File: src/rtl/id_operand_stage_pkg.sv
// Shared definitions for the decode-to-execute operand stage: widths,
// micro-op codes and a small address-match helper.
package id_operand_stage_pkg;

  localparam int XLEN_DEF = 32;
  localparam int OPW_DEF  = 6;
  localparam int RAW      = 5;
  localparam int NREG     = 32;

  localparam logic [OPW_DEF-1:0] INST_ADD  = 6'd0;
  localparam logic [OPW_DEF-1:0] INST_SUB  = 6'd1;
  localparam logic [OPW_DEF-1:0] INST_AND  = 6'd2;
  localparam logic [OPW_DEF-1:0] INST_OR   = 6'd3;
  localparam logic [OPW_DEF-1:0] INST_XOR  = 6'd4;
  localparam logic [OPW_DEF-1:0] INST_ADDI = 6'd5;
  localparam logic [OPW_DEF-1:0] INST_LW   = 6'd6;
  localparam logic [OPW_DEF-1:0] INST_SW   = 6'd7;
  localparam logic [OPW_DEF-1:0] INST_BEQ  = 6'd8;

  typedef logic [RAW-1:0] reg_addr_t;

  function automatic logic addr_hit(input logic valid, input reg_addr_t a, input reg_addr_t b);
    return valid && (a == b);
  endfunction

endpackage

File: src/rtl/id_operand_select.sv
// Per-source operand priority mux (bypass, load writeback, register file)
// plus the load-use hazard bit for that source.
module id_operand_select
  import id_operand_stage_pkg::*;
#(
  parameter int NBYP = 2,
  parameter int XLEN = 32,
  parameter int CNTW = 3
) (
  input  logic [0:0]           i_en,
  input  logic [RAW-1:0]       i_addr,
  input  logic [XLEN-1:0]      i_rf_data,
  input  logic [NBYP-1:0]      i_byp_valid,
  input  logic [RAW*NBYP-1:0]  i_byp_addr,
  input  logic [XLEN*NBYP-1:0] i_byp_data,
  input  logic [0:0]           i_ld_valid,
  input  logic [RAW-1:0]       i_ld_rd,
  input  logic [XLEN-1:0]      i_ld_data,
  input  logic [CNTW-1:0]      i_cnt,
  output logic [XLEN-1:0]      o_data,
  output logic [0:0]           o_hazard
);

  logic            w_active;
  logic            w_ld_hit;
  logic            w_byp_hit;
  logic [XLEN-1:0] w_byp_data;

  assign w_active = i_en && (i_addr != {RAW{1'b0}});
  assign w_ld_hit = addr_hit(i_ld_valid, i_ld_rd, i_addr);

  // Scan from the oldest channel down so the lowest index wins.
  always_comb begin
    w_byp_hit  = 1'b0;
    w_byp_data = {XLEN{1'b0}};
    for (int k = NBYP - 1; k >= 0; k--) begin
      w_byp_data = addr_hit(i_byp_valid[k], i_byp_addr[k*RAW +: RAW], i_addr) ?
                   i_byp_data[k*XLEN +: XLEN] : w_byp_data;
      w_byp_hit  = w_byp_hit | addr_hit(i_byp_valid[k], i_byp_addr[k*RAW +: RAW], i_addr);
    end
    if (!w_active) begin
      o_data = {XLEN{1'b0}};
    end else if (w_byp_hit) begin
      o_data = w_byp_data;
    end else if (w_ld_hit) begin
      o_data = i_ld_data;
    end else begin
      o_data = i_rf_data;
    end
  end

  // A single outstanding load is resolved by its own same-cycle writeback.
  assign o_hazard = w_active &&
                    ((i_cnt > CNTW'(1)) || ((i_cnt == CNTW'(1)) && !w_ld_hit));

endmodule

File: src/rtl/id_operand_stage.sv
// Registered decode-to-execute operand stage: operand forwarding, per-register
// outstanding-load scoreboard, load-use stalls and the output pipeline register.
module id_operand_stage
  import id_operand_stage_pkg::*;
#(
  parameter int XLEN     = XLEN_DEF,
  parameter int NBYP     = 2,
  parameter int LD_DEPTH = 4,
  parameter int OPW      = OPW_DEF
) (
  input  logic                 clk_in,
  input  logic                 rst_n_in,
  input  logic                 in_valid,
  output logic                 in_ready,
  input  logic [XLEN-1:0]      in_pc,
  input  logic [XLEN-1:0]      in_imm,
  input  logic [OPW-1:0]       in_op,
  input  logic                 in_rs1_en,
  input  logic                 in_rs2_en,
  input  logic [RAW-1:0]       in_rs1_addr,
  input  logic [RAW-1:0]       in_rs2_addr,
  input  logic [RAW-1:0]       in_rd_addr,
  input  logic                 in_is_load,
  output logic [RAW-1:0]       rf_rd1_addr,
  output logic [RAW-1:0]       rf_rd2_addr,
  input  logic [XLEN-1:0]      rf_rd1_data,
  input  logic [XLEN-1:0]      rf_rd2_data,
  input  logic [NBYP-1:0]      byp_valid,
  input  logic [RAW*NBYP-1:0]  byp_addr,
  input  logic [XLEN*NBYP-1:0] byp_data,
  input  logic                 ld_done_valid,
  input  logic [RAW-1:0]       ld_done_rd,
  input  logic [XLEN-1:0]      ld_done_data,
  input  logic                 flush_in,
  output logic                 out_valid,
  input  logic                 out_ready,
  output logic [XLEN-1:0]      out_pc,
  output logic [XLEN-1:0]      out_imm,
  output logic [OPW-1:0]       out_op,
  output logic [RAW-1:0]       out_rd,
  output logic                 out_is_load,
  output logic [XLEN-1:0]      out_rs1,
  output logic [XLEN-1:0]      out_rs2,
  output logic                 ld_err_out
);

  localparam int CNTW = $clog2(LD_DEPTH + 1);

  logic [CNTW-1:0] r_cnt [NREG];
  logic [CNTW-1:0] r_ld_cnt;
  logic            r_ld_err;
  logic            r_out_valid;
  logic [XLEN-1:0] r_out_pc;
  logic [XLEN-1:0] r_out_imm;
  logic [OPW-1:0]  r_out_op;
  logic [RAW-1:0]  r_out_rd;
  logic            r_out_is_load;
  logic [XLEN-1:0] r_out_rs1;
  logic [XLEN-1:0] r_out_rs2;

  logic [XLEN-1:0] w_rs1_data;
  logic [XLEN-1:0] w_rs2_data;
  logic            w_haz1;
  logic            w_haz2;
  logic            w_ld_any;
  logic            w_ld_retire;
  logic            w_struct;
  logic            w_ready;
  logic            w_accept;
  logic            w_inc;
  logic            w_same;
  logic            w_dec_ok;

  assign rf_rd1_addr = in_rs1_addr;
  assign rf_rd2_addr = in_rs2_addr;

  id_operand_select #(.NBYP(NBYP), .XLEN(XLEN), .CNTW(CNTW)) u_sel_rs1 (
    .i_en(in_rs1_en), .i_addr(in_rs1_addr), .i_rf_data(rf_rd1_data),
    .i_byp_valid(byp_valid), .i_byp_addr(byp_addr), .i_byp_data(byp_data),
    .i_ld_valid(ld_done_valid), .i_ld_rd(ld_done_rd), .i_ld_data(ld_done_data),
    .i_cnt(r_cnt[in_rs1_addr]), .o_data(w_rs1_data), .o_hazard(w_haz1)
  );

  id_operand_select #(.NBYP(NBYP), .XLEN(XLEN), .CNTW(CNTW)) u_sel_rs2 (
    .i_en(in_rs2_en), .i_addr(in_rs2_addr), .i_rf_data(rf_rd2_data),
    .i_byp_valid(byp_valid), .i_byp_addr(byp_addr), .i_byp_data(byp_data),
    .i_ld_valid(ld_done_valid), .i_ld_rd(ld_done_rd), .i_ld_data(ld_done_data),
    .i_cnt(r_cnt[in_rs2_addr]), .o_data(w_rs2_data), .o_hazard(w_haz2)
  );

  // Only a writeback that actually retires a tracked load frees a slot.
  assign w_ld_any    = ld_done_valid && (ld_done_rd != {RAW{1'b0}});
  assign w_ld_retire = w_ld_any && (r_cnt[ld_done_rd] != {CNTW{1'b0}});
  assign w_struct    = in_is_load && (r_ld_cnt == CNTW'(LD_DEPTH)) && !w_ld_retire;
  assign w_ready     = !w_haz1 && !w_haz2 && !w_struct && !flush_in &&
                       (!r_out_valid || out_ready);
  assign in_ready    = w_ready;
  assign w_accept    = in_valid && w_ready;

  assign w_inc    = w_accept && in_is_load && (in_rd_addr != {RAW{1'b0}});
  assign w_same   = w_inc && w_ld_any && (in_rd_addr == ld_done_rd);
  assign w_dec_ok = w_ld_retire || w_same;

  // Scoreboard: per-register and total outstanding-load counters.
  always_ff @(posedge clk_in or negedge rst_n_in) begin
    if (!rst_n_in) begin
      for (int r = 0; r < NREG; r++) begin
        r_cnt[r] <= {CNTW{1'b0}};
      end
      r_ld_cnt <= {CNTW{1'b0}};
    end else begin
      for (int r = 0; r < NREG; r++) begin
        if (w_inc && !w_same && (in_rd_addr == RAW'(r)) && (r_cnt[r] != CNTW'(LD_DEPTH))) begin
          r_cnt[r] <= r_cnt[r] + CNTW'(1);
        end else if (w_dec_ok && !w_same && (ld_done_rd == RAW'(r))) begin
          r_cnt[r] <= r_cnt[r] - CNTW'(1);
        end else begin
          r_cnt[r] <= r_cnt[r];
        end
      end
      if (w_inc && !w_dec_ok) begin
        r_ld_cnt <= r_ld_cnt + CNTW'(1);
      end else if (!w_inc && w_dec_ok) begin
        r_ld_cnt <= r_ld_cnt - CNTW'(1);
      end else begin
        r_ld_cnt <= r_ld_cnt;
      end
    end
  end

  // Sticky flag for a writeback with nothing outstanding on that register.
  always_ff @(posedge clk_in or negedge rst_n_in) begin
    if (!rst_n_in) begin
      r_ld_err <= 1'b0;
    end else if (w_ld_any && !w_dec_ok) begin
      r_ld_err <= 1'b1;
    end else begin
      r_ld_err <= r_ld_err;
    end
  end

  // Output pipeline register; payload only changes on acceptance.
  always_ff @(posedge clk_in or negedge rst_n_in) begin
    if (!rst_n_in) begin
      r_out_valid   <= 1'b0;
      r_out_pc      <= {XLEN{1'b0}};
      r_out_imm     <= {XLEN{1'b0}};
      r_out_op      <= {OPW{1'b0}};
      r_out_rd      <= {RAW{1'b0}};
      r_out_is_load <= 1'b0;
      r_out_rs1     <= {XLEN{1'b0}};
      r_out_rs2     <= {XLEN{1'b0}};
    end else if (flush_in) begin
      r_out_valid <= 1'b0;
    end else if (w_accept) begin
      r_out_valid   <= 1'b1;
      r_out_pc      <= in_pc;
      r_out_imm     <= in_imm;
      r_out_op      <= in_op;
      r_out_rd      <= in_rd_addr;
      r_out_is_load <= in_is_load;
      r_out_rs1     <= w_rs1_data;
      r_out_rs2     <= w_rs2_data;
    end else if (out_ready) begin
      r_out_valid <= 1'b0;
    end else begin
      r_out_valid <= r_out_valid;
    end
  end

  assign out_valid   = r_out_valid;
  assign out_pc      = r_out_pc;
  assign out_imm     = r_out_imm;
  assign out_op      = r_out_op;
  assign out_rd      = r_out_rd;
  assign out_is_load = r_out_is_load;
  assign out_rs1     = r_out_rs1;
  assign out_rs2     = r_out_rs2;
  assign ld_err_out  = r_ld_err;

endmodule

File: config.mk
export PLATFORM = sky130hd
export DESIGN_NAME = id_operand_stage
export DESIGN_NICKNAME = d
export VERILOG_FILES = /design/src/rtl/id_operand_stage_pkg.sv /design/src/rtl/id_operand_select.sv /design/src/rtl/id_operand_stage.sv
export SDC_FILE = /design/constraint.sdc
export NUM_CORES = 1
export LEC_CHECK = 0
export CAP_MARGIN = 20
export CORE_UTILIZATION = 45
export DETAILED_ROUTE_END_ITERATION = 8
export PLACE_DENSITY = 0.76
export SYNTH_ARGS = -nofsm -noshare
export SYNTH_HDL_FRONTEND = slang
export SYNTH_SLANG_ARGS = --single-unit
File: constraint.sdc
create_clock -name clk_in -period 4.8 [get_ports clk_in]
set_clock_uncertainty 0.1 [all_clocks]
set_input_delay 0.96 -clock clk_in [delete_from_list [all_inputs] [get_ports clk_in]]
set_output_delay 0.96 -clock clk_in [all_outputs]
set_load 0.005 [all_outputs]
---- After elaboration in Yosys (flattened, before gate mapping) ----
Cells that the tools add are included.
operators by class
  add/subtract/negate cells ............... 66
  multiply operators ...................... 0
  div/mod/pow operators ................... 0
  $lt $le $gt $ge ......................... 5
  equality and inequality tests ........... 104
  shift operators ......................... 0
  muxes and demuxes ....................... 88
  bitwise gates (word level) .............. 6
  reduce and logical (&&, ||, !) cells .... 183
operator list
  cell                                                       count
  2-to-1 mux 32 bit                                          10
  2-to-1 mux 3 bit                                           72
  == test 5 bit (second input constant)                      32
  logical AND 1 bit                                          126
  adder 3 x 1 -> 3 bit (second input constant)               33
  subtractor 3 x 1 -> 3 bit (second input constant)          33
  != test 3 bit (second input constant)                      32
  == test 5 x 4 -> 1 bit (second input constant)             16
  nonzero test 2 bit                                         33
  binary-select mux 3 bit (select 5 bit)                     3
  == test 5 x 3 -> 1 bit (second input constant)             8
  == test 5 bit                                              7
  == test 5 x 2 -> 1 bit (second input constant)             4
  nonzero test 5 bit                                         4
  greater-or-equal comparator 6 bit (second input constant)  3
  NOT 5 -> 6 bit                                             3
  zero test 1 bit                                            11
  == test 5 x 1 -> 1 bit (second input constant)             2
  zero test 5 bit                                            2
  == test 3 x 1 -> 1 bit (second input constant)             2
  > comparator 3 x 1 -> 1 bit (second input constant)        2
  nonzero test 3 bit                                         2
  logical OR 1 bit                                           4
  == test 3 bit (second input constant)                      1
  4 further kinds                                            7
storage, ports and cells
  register bits ........................... 241
  bits in latches ......................... 0
  memory bits (writable) .................. 0
  memory bits (read-only) ................. 0
  bits of input ports ..................... 271
  output and inout port bits .............. 153
  logic and storage cells ................. 494
  memories ................................ 0

---- Depth between registers and ports, before layout ----
  depth after elaboration ................. 23
  gate-level depth with buffers ........... 19
  depth with buffers taken out ............ 14

---- Hierarchy ----
Synthesis repeated with hierarchy kept, for this count alone.
unflattened totals
  cell total of the unflattened synthesis .. 1,508
  area, all modules ....................... 16,900.0 um^2
modules (own cells, without submodules)
  module             times used  cells an instance  area each (um^2)  sequential area each (um^2)
  id_operand_stage   1           1,150              14,287.5          6,030.8
  id_operand_select  2           179                1,306.3           0.0

---- Worst setup path before layout ----
Ideal clock, no wire load.
  kind .................................... input to register
  start ................................... input in_rs1_addr[0]
  end ..................................... register r_ld_cnt[2]
  setup time .............................. 0.079 ns
  data arrival time ....................... 4.272 ns
  data required time ...................... 4.621 ns
  path slack .............................. 0.349 ns
  stages .................................. 17
  buffers on the path ..................... 3
  cell sequence ........................... buf_6 -> inv_4 -> mux4_2 -> a32o_1 -> o21bai_1 -> a221o_1 -> o211a_1 -> buf_6 -> buf_6 -> and2_1 -> a21oi_1 -> ha_1 -> inv_1 -> fa_1 -> xor2_1 -> nor2_1 -> xor2_1
on the way
  longest elaborated chain between the ends .. 22
  elaborated cells between the ends (all ways) .. 31
  classes of those cells .................. order compare: 1; eq/ne: 2; mux: 4; bitwise: 1; reduce/logical: 23
RTL lines
  element                                                                              line                     RTL
  from (decl)                                                                          id_operand_stage.sv:20   input logic [RAW-1:0] in_rs1_addr,
  parallel branches: the longest is 7 deep, another holds > comparator 3 x 1 -> 1 bit  n/a
  logical AND 1 bit (*)                                                                id_operand_select.sv:53  assign o_hazard = w_active &&
  zero test 1 bit (*)                                                                  id_operand_stage.sv:95   assign w_ready = !w_haz1 && !w_haz2 && !w_struct && !flush_in &&
  logical AND 1 bit (*) (4 in series)                                                  id_operand_stage.sv:95
  via in_ready                                                                         id_operand_stage.sv:14   output logic in_ready,
  logical AND 1 bit (*)                                                                id_operand_stage.sv:98   assign w_accept = in_valid && w_ready;
  logical AND 1 bit (*) (2 in series)                                                  id_operand_stage.sv:100  assign w_inc = w_accept && in_is_load && (in_rd_addr != {RAW{1'b0}});
  logical AND 1 bit (2 in series)                                                      id_operand_stage.sv:101  assign w_same = w_inc && w_ld_any && (in_rd_addr == ld_done_rd);
  logical OR 1 bit                                                                     id_operand_stage.sv:102  assign w_dec_ok = w_ld_retire || w_same;
  zero test 1 bit                                                                      id_operand_stage.sv:121  if (w_inc && !w_dec_ok) begin
  logical AND 1 bit                                                                    id_operand_stage.sv:121
  2-to-1 mux 3 bit or nonzero test 2 bit (tied branches)                               n/a
  to (signal assigned)                                                                 id_operand_stage.sv:122  r_ld_cnt <= r_ld_cnt + CNTW'(1);
  to (signal assigned)                                                                 id_operand_stage.sv:124  r_ld_cnt <= r_ld_cnt - CNTW'(1);
  to (signal assigned)                                                                 id_operand_stage.sv:126  r_ld_cnt <= r_ld_cnt;
  to (decl)                                                                            id_operand_stage.sv:50   logic [CNTW-1:0] r_ld_cnt;
Mark *: on every way through the listed nets, which the timed path passes. The select of a mux whose other input is x is not followed.
A chain may end at the register's enable or synchronous reset.

---- Final worst setup path ----
  start ................................... input in_rs1_addr[0]
  end ..................................... output in_ready
on the way
  longest elaborated chain between the ends .. 13
  elaborated cells between the ends (all ways) .. 19
  classes of those cells .................. order compare: 1; eq/ne: 2; mux: 3; bitwise: 1; reduce/logical: 12
RTL lines
  element                                                                              line
  parallel branches: the longest is 7 deep, another holds > comparator 3 x 1 -> 1 bit  n/a
  logical AND 1 bit (*)                                                                id_operand_select.sv:53
  zero test 1 bit (*)                                                                  id_operand_stage.sv:95
  logical AND 1 bit (*) (4 in series)                                                  id_operand_stage.sv:95
  to (decl)                                                                            id_operand_stage.sv:14
Mark *: on every way between the ends. The select of a mux whose other input is x is not followed.

==> results by group <==
Global routing
  • GRT Util Overall: 0.337
  • Vias in the first global route: roughly 15000
  • Largest net degree at the start of global routing: 104
  • First-pass GRT wire length: between 90 and 100 mm
  • Grt total ovfl: 0
  • Initial antenna violation count: 15

Layout
  • Ratio of cells with drive above 1 in the final layout: 0.172
  • Fin cells: about 2500
  • Most frequent cells in the layout: clkdlybuf4s50_1 (420), dfrtp_1 (241), nor2_1 (134)
  • Nets: 2298
  • Area growth syn-to-layout: 40.8%
  • Most common library cell in the layout ignoring fill and taps: clkdlybuf4s50_1
  • Core Util, Final: 0.650

Die
  • Die H: approximately 190 um
  • Site Rows: 67
  • Die area: 35500 sq um
  • IO Count: 424
  • Die Wd: 188 um
  • Core area: 33900 sq um
  • Initial core utilization: 0.462

Route
  • Post-DRT Antenna Nets: 0
  • Wirelength, routed: 60.5 mm
  • WL per Instance: 24.4 um
  • DR vias/cell: 6.09
  • Iter 0 DRT Violations: ~1500
  • DRC viols: 0
  • Via count: 15074
  • Pre-antenna DRT Iters: 7

Synth
  • EDFF count, synth: 0
  • Post-synth top area cell: dfrtp_1
  • #FFs+latches synth: about 240
  • Distinct cells, synth: between 80 and 90
  • Most used flip-flop cell after synthesis: dfrtp_1
  • Synthesized area: 15600 sq um
  • Largest cells by area after synthesis: dfrtp_1 (39%), mux2_2 (6.1%), xor2_1 (4.8%)
  • Syn Nets: 1839
  • Post-synthesis cell count: 1535
  • Synth warn: 0
  • Synth top area share: 0.386
  • Post-synthesis sequential area ratio: 0.386
  • Ys async rst share: 1.00
  • Mean Syn Cell Area: 10.2 sq um

Worst setup path
  • Crit path buffers/inverters: 4
  • RR Endpoint: r_cnt[5]
  • Most Frequent Cell on Critical Path: dlygate4sd2_1
  • Crit. End Element: primary output
  • Max incr delay on CP: 0.49 ns
  • Slowest CP cell: mux4_2
  • Worst Path Arrival: between 3 and 4 ns
  • Startpoint Class: primary input
  • CP Max Fanout: 6
  • CP required: around 3.7 ns
  • Crit path kind: in2out
  • Crit-path cells: dlygate4sd2_1 -> bufbuf_16 -> inv_4 -> mux4_2 -> a32o_1 -> o21bai_1 -> a221o_1 -> o211a_4 -> and2_4 -> dlygate4sd2_1
  • Reg2reg start: r_cnt[78]
  • Cell family with most CP delay: compound AO/OA/AOI/OAI gates
  • FF-to-FF path depth: 13
  • Reg2reg setup slack: 0.75 ns

CTS
  • Num CTS Buffers: 27
  • CTS Sinks: 241
  • Clk buf depth: 3
  • Root buffer cell: clkbuf_16
  • Clk slew on worst S/H paths: 0.06 ns
  • CTS tree: built
  • Clk Latency, worst-skew pair: roughly 0.56 ns
  • H-tree depth: 1

Pwr
  • Sw frac: 0.358
  • Internal: 6220 uW
  • Cell Pwr Density: 440 nW/um^2
  • Combinational share of power: 0.394
  • Flop pwr share: 0.390
  • Clock share of power: 0.216
  • Peak supply drop: 323 uV
  • LEAKAGE: around 0.0092 uW
  • Net switching power: 3470 uW

Timing
  • RSZ-0062 raised after global routing: false
  • Minimum period implied by the final worst setup slack: approximately 4.7 ns
  • Max-slew violation count: 0
  • Final worst path period share: 0.978
  • Relative slew slack: 0.300
  • Setup_tns: 0 ns
  • Worst setup margin: between 0.1 and 0.15 ns
  • Hold WS: 0.332 ns
  • Slew @ Worst Pin: roughly 1.0 ns
  • Fin. Hold Viols: 0
  • Achievable clock frequency: 213 MHz
  • Final setup viols: 0

Hold path
  • Hold Crit Class: reg2reg
  • Hold path depth: 0
  • HP Start: r_cnt[95]
  • Sink of the worst hold path: r_cnt[95]

Run
  • Max_cap viols: 0

Run status
  • Status: finished, final reports clean

Placement
  • Hpwl dp: 46.1 mm
  • Placed insts: 2409
  • GPL Wtd Cong: around 1
  • PortBufs: between 400 and 500
  • Place WS: -0.294 ns
[worst max-delay path by stage]
stage                        to           start  cells after the start
floorplan           r_ld_cnt[2]  in_rs1_addr[0]                     17
global placement      r_cnt[68]  in_rs1_addr[0]                     14
detailed placement     r_cnt[5]  in_rs1_addr[0]                     14
CTS                    in_ready  in_rs2_addr[1]                     10
global route           in_ready  in_rs2_addr[0]                     12
finish                 in_ready  in_rs1_addr[0]                     10
[kinds of logic (layout without fill, tap and decap cells)]
| group | Yosys count | count (layout) | share of synthesized area |
|---|---|---|---|
| AO/OA/AOI/OAI | 344 | 344 | 0.154 |
| multiplexers | 207 | 207 | 0.165 |
| adder cells (fa/ha/maj) | 33 | 33 | 0.0418 |
| buffers and inverters | 162 | 640 | 0.0496 |
| AND/OR/NAND/NOR | 448 | 448 | 0.148 |
| flip-flops | 241 | 241 | 0.386 |
| XOR/XNOR | 100 | 100 | 0.0560 |
| other | 0 | 15 | 0 |
[flip-flops by register name (all words and copies together) (netlist names)]
signal,cells
r_cnt,96
out_imm,32
out_is_load,1
r_ld_cnt,3
ld_err_out,1
out_rd,5
out_rs2,32
out_pc,32
out_rs1,32
out_valid,1
out_op,6
[repair_timing]
action,4_1_cts,5_1_grt
gates resized for setup,5,5
buffers inserted,3,0
pin swaps,3,1
setup endpoints to repair,1,7
hold buffers,0,0
cloned,1,0
[power by group through the flow]
stage / logic (uW) / registers [uW] / clock network [uW]
2_1_floorplan: 1910 / 3550 / 0
3_3_place_gp: 3620 / 3720 / 0
3_5_place_dp: 3750 / 3770 / 0
4_1_cts: 3790 / 3750 / 2110
5_1_grt: 4110 / 3880 / 2200
6_report: 3810 / 3780 / 2090
[synth_stat cells, types with 18 or more instances]
library cell	n
nand4_1	34
clkbuf_1	61
nand3_1	37
inv_1	30
nor3b_1	19
mux2_2	85
dfrtp_1	241
nor4_1	18
o31ai_1	76
xor2_1	85
a211oi_1	74
nand2_1	84
a21oi_1	81
nor2_1	134
mux4_2	29
mux2_1	23
nor3_1	39
mux2i_1	69
buf_2	36
fa_1	32
o21ai_1	28
[metrics by stage]
step                      area (sq um)  power [uW]
after CTS                        21900        9650
after global placement           21000        7340
final                            22000        9680
after global routing             22000       10200
after detailed placement         21000        7520
after floorplan                  15600        5460
[routing by layer]
metal	GRT usage	vias to the layer above	part of all wire
met5	0	-	0.00041
met4	0.168	4	0.050
met3	0.0566	181	0.084
met2	0.550	811	0.48
met1	0.433	7481	0.39
li1	-	6597	-
[cell type report]
class,instances,area (sq um)
antenna,15,37.5
clock buffer,36,739
clock inverter,12,139
fill,2737,11900
inverter,32,125
multi-input combinational,1132,8890
sequential,241,6030
tap,448,561
timing repair buffer,560,5490
Power figures use the tool's default switching activity.
